<file path="src/rtl/distance_pkg.sv">
// Shared types and helpers for the squared-Euclidean / Manhattan distance engine.
package distance_pkg;

  typedef enum logic {
    DIST_L2 = 1'b0,
    DIST_L1 = 1'b1
  } dist_mode_e;

  typedef enum logic [1:0] {
    IDLE  = 2'd0,
    ACCUM = 2'd1,
    DRAIN = 2'd2,
    HOLD  = 2'd3
  } state_e;

  // Wide enough for NUM_PIX worst-case squared differences without overflow.
  function automatic int acc_width(input int pix_w, input int num_pix);
    return 2 * pix_w + $clog2(num_pix);
  endfunction

endpackage

</file>
<file path="src/rtl/distance_lane_term.sv">
// One lane of the distance datapath: absolute difference, optionally squared.
module lane_term
  import distance_pkg::*;
#(
  parameter int PIX_W = 8
) (
  input  logic [PIX_W-1:0]   known,
  input  logic [PIX_W-1:0]   unknown,
  input  dist_mode_e         mode,
  output logic [2*PIX_W-1:0] term
);

  logic [PIX_W-1:0]   diff_s;
  logic [2*PIX_W-1:0] diff_ext_s;

  // Unsigned |known - unknown|, then L1 passes it through and L2 squares it.
  always_comb begin
    diff_s     = {PIX_W{1'b0}};
    diff_ext_s = {(2*PIX_W){1'b0}};
    term       = {(2*PIX_W){1'b0}};
    if (known >= unknown) begin
      diff_s = known - unknown;
    end else begin
      diff_s = unknown - known;
    end
    diff_ext_s = {{PIX_W{1'b0}}, diff_s};
    if (mode == DIST_L1) begin
      term = diff_ext_s;
    end else begin
      term = diff_ext_s * diff_ext_s;
    end
  end

endmodule

</file>
<file path="src/rtl/distance_engine.sv">
// Streams an image pair LANES pixels per beat and accumulates L1 or L2 distance,
// presenting the total on a valid/ready result port.
module distance_engine
  import distance_pkg::*;
#(
  parameter  int PIX_W   = 8,
  parameter  int LANES   = 4,
  parameter  int NUM_PIX = 784,
  localparam int ACC_W   = acc_width(PIX_W, NUM_PIX)
) (
  input  logic                   clk,
  input  logic                   reset,
  input  logic                   mode,
  input  logic                   in_valid,
  output logic                   in_ready,
  input  logic [LANES*PIX_W-1:0] in_known,
  input  logic [LANES*PIX_W-1:0] in_unknown,
  input  logic                   in_last,
  output logic                   out_valid,
  input  logic                   out_ready,
  output logic [ACC_W-1:0]       out_dist,
  output logic                   out_len_err,
  output logic                   busy
);

  localparam int BEATS  = NUM_PIX / LANES;
  localparam int CNT_W  = $clog2(BEATS + 1);
  localparam int TERM_W = 2 * PIX_W;
  localparam int LSUM_W = TERM_W + $clog2(LANES);

  if (NUM_PIX % LANES != 0) begin : g_bad_num_pix
    $error("distance_engine: NUM_PIX must be a multiple of LANES");
  end

  state_e             state_r;
  state_e             state_s;
  dist_mode_e         mode_r;
  dist_mode_e         lane_mode_s;
  logic [CNT_W-1:0]   beat_cnt_r;
  logic [CNT_W-1:0]   cnt_next_s;
  logic               accept_s;
  logic               term_s;
  logic               len_err_s;
  logic               handshake_s;
  logic [TERM_W-1:0]  lane_term_s [LANES];
  logic [LSUM_W-1:0]  lane_sum_s;
  logic [LSUM_W-1:0]  sum_r;
  logic               s1_valid_r;
  logic [ACC_W-1:0]   acc_r;
  logic               len_err_r;
  logic               in_ready_r;
  logic               out_valid_r;
  logic               busy_r;

  assign in_ready    = in_ready_r;
  assign out_valid   = out_valid_r;
  assign out_dist    = acc_r;
  assign out_len_err = len_err_r;
  assign busy        = busy_r;

  assign accept_s    = in_valid && in_ready_r;
  assign handshake_s = out_valid_r && out_ready;

  // Beat bookkeeping; the first beat uses the live mode pin since mode_r is not latched yet.
  always_comb begin
    cnt_next_s  = {CNT_W{1'b0}};
    lane_mode_s = DIST_L2;
    if (state_r == IDLE) begin
      cnt_next_s  = CNT_W'(1'b1);
      lane_mode_s = dist_mode_e'(mode);
    end else begin
      cnt_next_s  = beat_cnt_r + CNT_W'(1'b1);
      lane_mode_s = mode_r;
    end
    term_s    = in_last || (cnt_next_s == CNT_W'(BEATS));
    len_err_s = in_last ^ (cnt_next_s == CNT_W'(BEATS));
  end

  for (genvar g = 0; g < LANES; g++) begin : g_lane
    lane_term #(.PIX_W(PIX_W)) u_lane_term (
      .known   (in_known[g*PIX_W +: PIX_W]),
      .unknown (in_unknown[g*PIX_W +: PIX_W]),
      .mode    (lane_mode_s),
      .term    (lane_term_s[g])
    );
  end

  // Sum of all lane terms for the beat currently presented.
  always_comb begin
    lane_sum_s = {LSUM_W{1'b0}};
    for (int i = 0; i < LANES; i++) begin
      lane_sum_s = lane_sum_s + LSUM_W'(lane_term_s[i]);
    end
  end

  // Next-state logic.
  always_comb begin
    state_s = state_r;
    case (state_r)
      IDLE: begin
        if (accept_s) begin
          state_s = term_s ? DRAIN : ACCUM;
        end else begin
          state_s = IDLE;
        end
      end
      ACCUM: begin
        if (accept_s && term_s) begin
          state_s = DRAIN;
        end else begin
          state_s = ACCUM;
        end
      end
      DRAIN: begin
        if (s1_valid_r) begin
          state_s = HOLD;
        end else begin
          state_s = DRAIN;
        end
      end
      HOLD: begin
        if (handshake_s) begin
          state_s = IDLE;
        end else begin
          state_s = HOLD;
        end
      end
      default: state_s = IDLE;
    endcase
  end

  // State register, registered handshake/status flags, beat counter and length error.
  always_ff @(posedge clk) begin
    if (reset) begin
      state_r     <= IDLE;
      in_ready_r  <= 1'b1;
      out_valid_r <= 1'b0;
      busy_r      <= 1'b0;
      mode_r      <= DIST_L2;
      beat_cnt_r  <= {CNT_W{1'b0}};
      len_err_r   <= 1'b0;
    end else begin
      state_r     <= state_s;
      in_ready_r  <= (state_s == IDLE) || (state_s == ACCUM);
      out_valid_r <= (state_s == HOLD);
      busy_r      <= (state_s != IDLE);
      if (accept_s) begin
        beat_cnt_r <= cnt_next_s;
        if (state_r == IDLE) begin
          mode_r <= dist_mode_e'(mode);
        end
        if (term_s) begin
          len_err_r <= len_err_s;
        end
      end else if (handshake_s) begin
        beat_cnt_r <= {CNT_W{1'b0}};
        len_err_r  <= 1'b0;
      end
    end
  end

  // Two-stage datapath: register the beat sum, then fold it into the accumulator.
  always_ff @(posedge clk) begin
    if (reset) begin
      s1_valid_r <= 1'b0;
      sum_r      <= {LSUM_W{1'b0}};
      acc_r      <= {ACC_W{1'b0}};
    end else begin
      s1_valid_r <= accept_s;
      if (accept_s) begin
        sum_r <= lane_sum_s;
      end
      if (s1_valid_r) begin
        acc_r <= acc_r + ACC_W'(sum_r);
      end else if (handshake_s) begin
        acc_r <= {ACC_W{1'b0}};
      end
    end
  end

endmodule

</file>
<file path="config.mk">
export PLATFORM = sky130hd
export DESIGN_NAME = distance_engine
export DESIGN_NICKNAME = d
export VERILOG_FILES = /design/src/rtl/distance_pkg.sv /design/src/rtl/distance_lane_term.sv /design/src/rtl/distance_engine.sv
export SDC_FILE = /design/constraint.sdc
export NUM_CORES = 1
export LEC_CHECK = 0
export BUFFER_PORTS_ARGS = -buffer_cell sky130_fd_sc_hd__buf_2
export CAP_MARGIN = 30
export CORE_MARGIN = 2
export CORE_UTILIZATION = 50
export DETAILED_ROUTE_END_ITERATION = 12
export PLACE_DENSITY = 0.71
export SKIP_CTS_REPAIR_TIMING = 1
export SYNTH_ARGS = -nofsm -noshare
export SYNTH_HDL_FRONTEND = slang
export SYNTH_SLANG_ARGS = --single-unit
</file>
<file path="constraint.sdc">
create_clock -name clk -period 10.21 [get_ports clk]
set_input_delay 2.042 -clock clk [delete_from_list [all_inputs] [get_ports clk]]
set_output_delay 2.042 -clock clk [all_outputs]
set_load 0.05 [all_outputs]
</file>
==> results.cfg, run 1 <==
[outcome]
outcome = complete, no violations

[sta]
setup_viol = 0
timing.final.hold_violations = 0
final_period_minus_worst_setup_slack_ns = 9.997
final.period_utilization_pct = 97.91
fmax_ghz = 0.1000
rsz0062_at_grt = yes
slew_viol_final = 0
finalClockSkew_ns = 0.006358
worst_slew_pin_slew_ns = 1.046
maxSlewHeadroom_pct = 30.10

[synth]
ranking_of_synthesized_cells_by_area = fa_1, ha_1, dfxtp_1, inv_1, nor2_1
synth_seq_area_share_pct = 8.553
synth_commonest_cells = inv_1, nor2_1, ha_1
synth_top_cell_by_area = fa_1
synth.ff_latch_count = 60
primary_ff_master_synth = dfxtp_1
postSynthNetCount = 2202
number_of_synthesized_flops_with_an_enable_pin = 0
yosys_warning_count = 0
postSynth.asyncResetShare_pct = 0
yosysTopAreaCellShare_pct = 20.24
most_frequent_cell_after_synthesis = inv_1
synthesis.area_per_instance_um2 = 7.912
post_synth_instance_area_um2 = 14040
synth_cell_type_count = 71
synthCells = 1775

[worst_setup_path]
reg2reg_depth = 16
reg2reg_slack_ns = 5.02
slowest_stage = fa_1
worst_path_most_repeated_cell = fa_1
worst-endpoint-arrival_ns = 10.21
timing.critical_path.slowest_cell_delay_ns = 0.55
critical_path.top_delay_family = adder cells
kind_of_capture_point_of_the_worst_setup_path = register
timing_worst_setup_path_type = input port to register
critPathRequiredTime_ns = 10.42
worstPathMaxFanout = 4
cp-start-kind = input port
depth_of_the_critical_timing_path_with_buffers_and_inverters_included = 40
crit_buf_inv = 14

[drt]
dr.pass1.iters = 6
post-route-drc-count = 0
drtIter0Drc = 674
via_per_inst = 5.316
routed_wirelength_um = 33490
route.detailed.wl_per_inst_um = 13.85
vias = 12850
route.antenna.remaining_nets = 0

[grt]
grt_overflow = 0
antenna_found_initial = 0
grt_first_pass_wirelength_um = 55880
groute.usage.overall_pct = 22.56
grt_start_max_net_pins = 63
first_global_vias = 12560

[job]
drv.max_cap_violation_count = 0

[clock_tree]
worstSkewPairLatency_ns = 0.33
root_buffer = clkbuf_16
tritoncts.num_buffers = 9
clock_tree.htree_level_count = 3
cts_sinks = 60
tritoncts = built
cts.clk_slew.worst_paths_ns = 0.05
cts.path.max_buffers = 2

[place]
port-buffer-count = 99
gp_routability_congestion = 0.9330
place_area_um2 = 16230
dpl.hpwl_um = 27620

[floorplan]
effective_utilization_at_floorplan_pct = 50.69
fp.dieH_um = 171.6
design.core.area_um2 = 27710
die_footprint_um2 = 29440
floorplan.io_pins = 100
die-width_um = 171.6
rows = 61

[finish]
area_growth_pct = 22.78
final_layout_size_suffix_gt1_share_pct = 23.24
number_of_antenna_repair_diodes = 0
post-route-cell-area_um2 = 17240
nNetsFinal = 2463

[hold_path]
whs_path_depth = 2
min_path_type = register to register
cells in the final DEF, fill, tap and decap left out, types with 20 or more instances in the layout:
cell,instances
a21o_1,35
a21oi_1,108
buf_2,98
buf_4,202
dfxtp_1,60
fa_1,136
ha_1,198
inv_1,294
nand2_1,77
nand3_1,21
nor2_1,207
nor2b_1,25
nor3_1,33
o21ai_0,62
or2_2,20
xnor2_1,58
xor2_1,35
logic make-up (layout without fill, tap and decap cells):
| family | count (synthesis) | after routing | synth area share (%) |
|---|---|---|---|
| buf+inv | 368 | 633 | 10.19 |
| simple gates | 475 | 475 | 15.61 |
| xor+xnor | 106 | 106 | 6.718 |
| flops | 60 | 60 | 8.553 |
| compound gates | 377 | 377 | 17.22 |
| fa+ha+maj | 357 | 357 | 39.40 |
| mux | 32 | 32 | 2.308 |
final cells by class:
type	instances	area, um2
multi-input combinational	1347	12030
fill	2419	10460
inverter	312	1176
clock buffer	14	284.0
clock inverter	1	5.005
sequential	60	1201
tap	378	473.0
timing repair buffer	306	2078
flip-flops by register name, indices dropped and copies added (netlist names):
signal and flops:
sum_r 18, s1_valid_r 1, busy 1, mode_r 1
state_r 2, beat_cnt_r 8, out_len_err 1, in_ready 1
out_valid 1, out_dist 26
worst reg2reg max path: stages, from the launching register on:
cell and delay [ns]:
dfxtp_1 0.35, nor2_1 0.47, mux2_2 0.26, buf_4 0.50
nor2_1 0.11, a21oi_1 0.38, fa_1 0.52, fa_1 0.49
ha_1 0.34, nor2b_1 0.16, o21ai_0 0.21, a21boi_0 0.23
o311ai_4 0.35, a21boi_2 0.10, o21a_1 0.23, nor4_2 0.27
o21ai_1 0.08
stage by stage:
step	util, %	setup WS, ns	hold slack, ns	cells	TNS, ns
final	62.24	0.2132	0.4526	2418	0
after global routing	62.24	-0.1230	0.4703	2418	-0.3899
after CTS	59.63	-0.2720	0.4585	2405	-0.9057
after detailed placement	58.58	-0.6132	0.4516	2390	-3.737
after global placement	58.58	-0.3073	0.4463	2390	-1.753
after floorplan	-	-0.03660	0.4356	1775	-0.03660
path summary, 6_finish.rpt:
check | startpoint | end
worst max-delay path | in_known[16] | sum_r[16]$_SDFFE_PP0P_
worst min-delay path | sum_r[14]$_SDFFE_PP0P_ | sum_r[14]$_SDFFE_PP0P_
worst max register to register | state_r[1]$_SDFF_PP0_ | sum_r[17]$_SDFFE_PP0P_
worst min register to register | sum_r[14]$_SDFFE_PP0P_ | sum_r[14]$_SDFFE_PP0P_
layer usage:
metal / part of all wire, % / GRT usage, % / vias up
met4: 1.6 / 4.716 / 0
met1: 44 / 28.44 / 6139
met3: 3.3 / 1.818 / 36
li1: - / - / 6397
met2: 51 / 41.91 / 282
met5: 0 / 0 / -
Power of run 1 is left out: the tool's default activity adds up to more than one toggle a clock period on the data nets, which glitch-free logic cannot reach.
==> inputs of run 2 (changes only) <==
--- a/config.mk
+++ b/config.mk
@@ -7,6 +7,7 @@
 export LEC_CHECK = 0
 export BUFFER_PORTS_ARGS = -buffer_cell sky130_fd_sc_hd__buf_2
 export CAP_MARGIN = 30
+export CORE_ASPECT_RATIO = 1.25
 export CORE_MARGIN = 2
 export CORE_UTILIZATION = 50
 export DETAILED_ROUTE_END_ITERATION = 12
==> results.cfg, run 2 (synthesized netlist as in run 1, its figures left out) <==
[outcome]
outcome = finished, violations left
violated_checks = DRC

[drt]
vias = 12770
via_per_inst = 5.323
drtIter0Drc = 537
post-route-drc-count = 1
dr.pass1.iters = 11
route.detailed.wl_per_inst_um = 13.73
route.antenna.remaining_nets = 0
routed_wirelength_um = 32930

[finish]
ff_latch_area_um2 = 1201
largest_reg_flops = 26
mostFrequentLayoutCell = inv_1
area_growth_pct = 23.09
final_layout_size_suffix_gt1_share_pct = 23.38
multi_input_comb_area_um2 = 12050
number_of_antenna_repair_diodes = 0
nNetsFinal = 2471
layout_common_cells = inv_1, buf_4, nor2_1
fillers = 2389

[sta]
timing.setup.tns_ns = 0
final_period_minus_worst_setup_slack_ns = 10.06
worst_slew_pin_slew_ns = 0.9298
maxSlewHeadroom_pct = 37.53
fmax_ghz = 0.09936
final.period_utilization_pct = 98.58
setup_viol = 0
finalClockSkew_ns = 0.006391
slew_viol_final = 0
rsz0062_at_grt = yes
timing.final.hold_violations = 0

[worst_setup_path]
worst_r2r_endpoint = sum_r[15]$_SDFFE_PP0P_
critPathRequiredTime_ns = 10.42
endpoint = sum_r[16]$_SDFFE_PP0P_
cp-start-kind = input port
worst-endpoint-arrival_ns = 10.28
timing.rr.start = state_r[1]$_SDFF_PP0_
reg2reg_depth = 17
slowest_stage = fa_1
reg2reg_slack_ns = 5.13
worstPathMaxFanout = 5
timing_worst_setup_path_type = input port to register
kind_of_capture_point_of_the_worst_setup_path = register
worst_path_most_repeated_cell = fa_1
timing.critical_path.slowest_cell_delay_ns = 0.54
setup.worst_path.start = in_known[16]

[clock_tree]
cts.path.max_buffers = 2
tritoncts.num_buffers = 9
worstSkewPairLatency_ns = 0.33
root_buffer = clkbuf_16
cts_sinks = 60
tritoncts = built
clock_tree.htree_level_count = 3
cts.clk_slew.worst_paths_ns = 0.05

[grt]
grt_first_pass_wirelength_um = 55370
grt_overflow = 0
groute.usage.overall_pct = 22.02
antenna_found_initial = 0
first_global_vias = 12740
grt_start_max_net_pins = 63

[floorplan]
rows = 68
die-width_um = 153.9
effective_utilization_at_floorplan_pct = 50.79
fp.dieH_um = 191.4
design.core.area_um2 = 27650
floorplan.io_pins = 100
die_footprint_um2 = 29450

[job]
drv.max_cap_violation_count = 0

[place]
dpl.hpwl_um = 27430
port-buffer-count = 99
gp_routability_congestion = 0.9108

[hold_path]
min_path_type = register to register
[run 2: changes by cell type in the layout (fill, tap and decap cells not counted), sizes merged]
cell,previous run,this run
buf,306,314
bufinv,0,1
clkinv,1,5
clkbuf,14,10
[run 2: stage by stage]
step | setup WS (ns) | instances | utilization, % | instance area (um2) | hold WS [ns]
final | 0.1452 | 2399 | 62.52 | 17290 | 0.4546
after global routing | -0.1540 | 2399 | 62.52 | 17290 | 0.4687
after CTS | -0.2626 | 2379 | 59.62 | 16490 | 0.4579
after detailed placement | -0.5899 | 2363 | 58.60 | 16200 | 0.4529
after global placement | -0.4053 | 2363 | 58.60 | 16200 | 0.4455
after floorplan | -0.03660 | 1775 | - | 14060 | 0.4356
[run 2: worst min-delay path by stage]
stage                                    startpoint  slack, ns  cells after the start                         to
after floorplan              sum_r[11]$_SDFFE_PP0P_       0.44                      2     sum_r[11]$_SDFFE_PP0P_
after global placement    out_dist[25]$_SDFFE_PP0P_       0.45                      1  out_dist[25]$_SDFFE_PP0P_
after detailed placement      sum_r[4]$_SDFFE_PP0P_       0.45                      2      sum_r[4]$_SDFFE_PP0P_
after CTS                     sum_r[4]$_SDFFE_PP0P_       0.46                      2      sum_r[4]$_SDFFE_PP0P_
after global routing          sum_r[4]$_SDFFE_PP0P_       0.47                      2      sum_r[4]$_SDFFE_PP0P_
final                         sum_r[4]$_SDFFE_PP0P_       0.45                      2      sum_r[4]$_SDFFE_PP0P_
[run 2: final cells by class]
class / instances / area share [%]
tap: 350 / 2.533
clock inverter: 6 / 0.3185
clock buffer: 10 / 1.325
sequential: 60 / 6.948
inverter: 312 / 6.804
multi-input combinational: 1347 / 69.68
timing repair buffer: 314 / 12.39
[run 2: worst max-delay path, delay by kind of cell]
kind            cells  cell delay (ns)
xor+xnor            1             0.20
buf+inv             9             0.62
compound gates     12             2.31
fa+ha+maj          10             3.79
simple gates        4             1.10
mux                 1             0.18
[run 2: routing by layer]
metal / up-vias / routed length (um) / global-route usage [%]
li1: 6391 / - / -
met1: 6144 / 13910 / 25.74
met2: 190 / 17740 / 43.35
met3: 45 / 590 / 1.292
met4: 0 / 690 / 5.931
met5: - / 0 / 0
Power of run 2 is left out for the same reason.
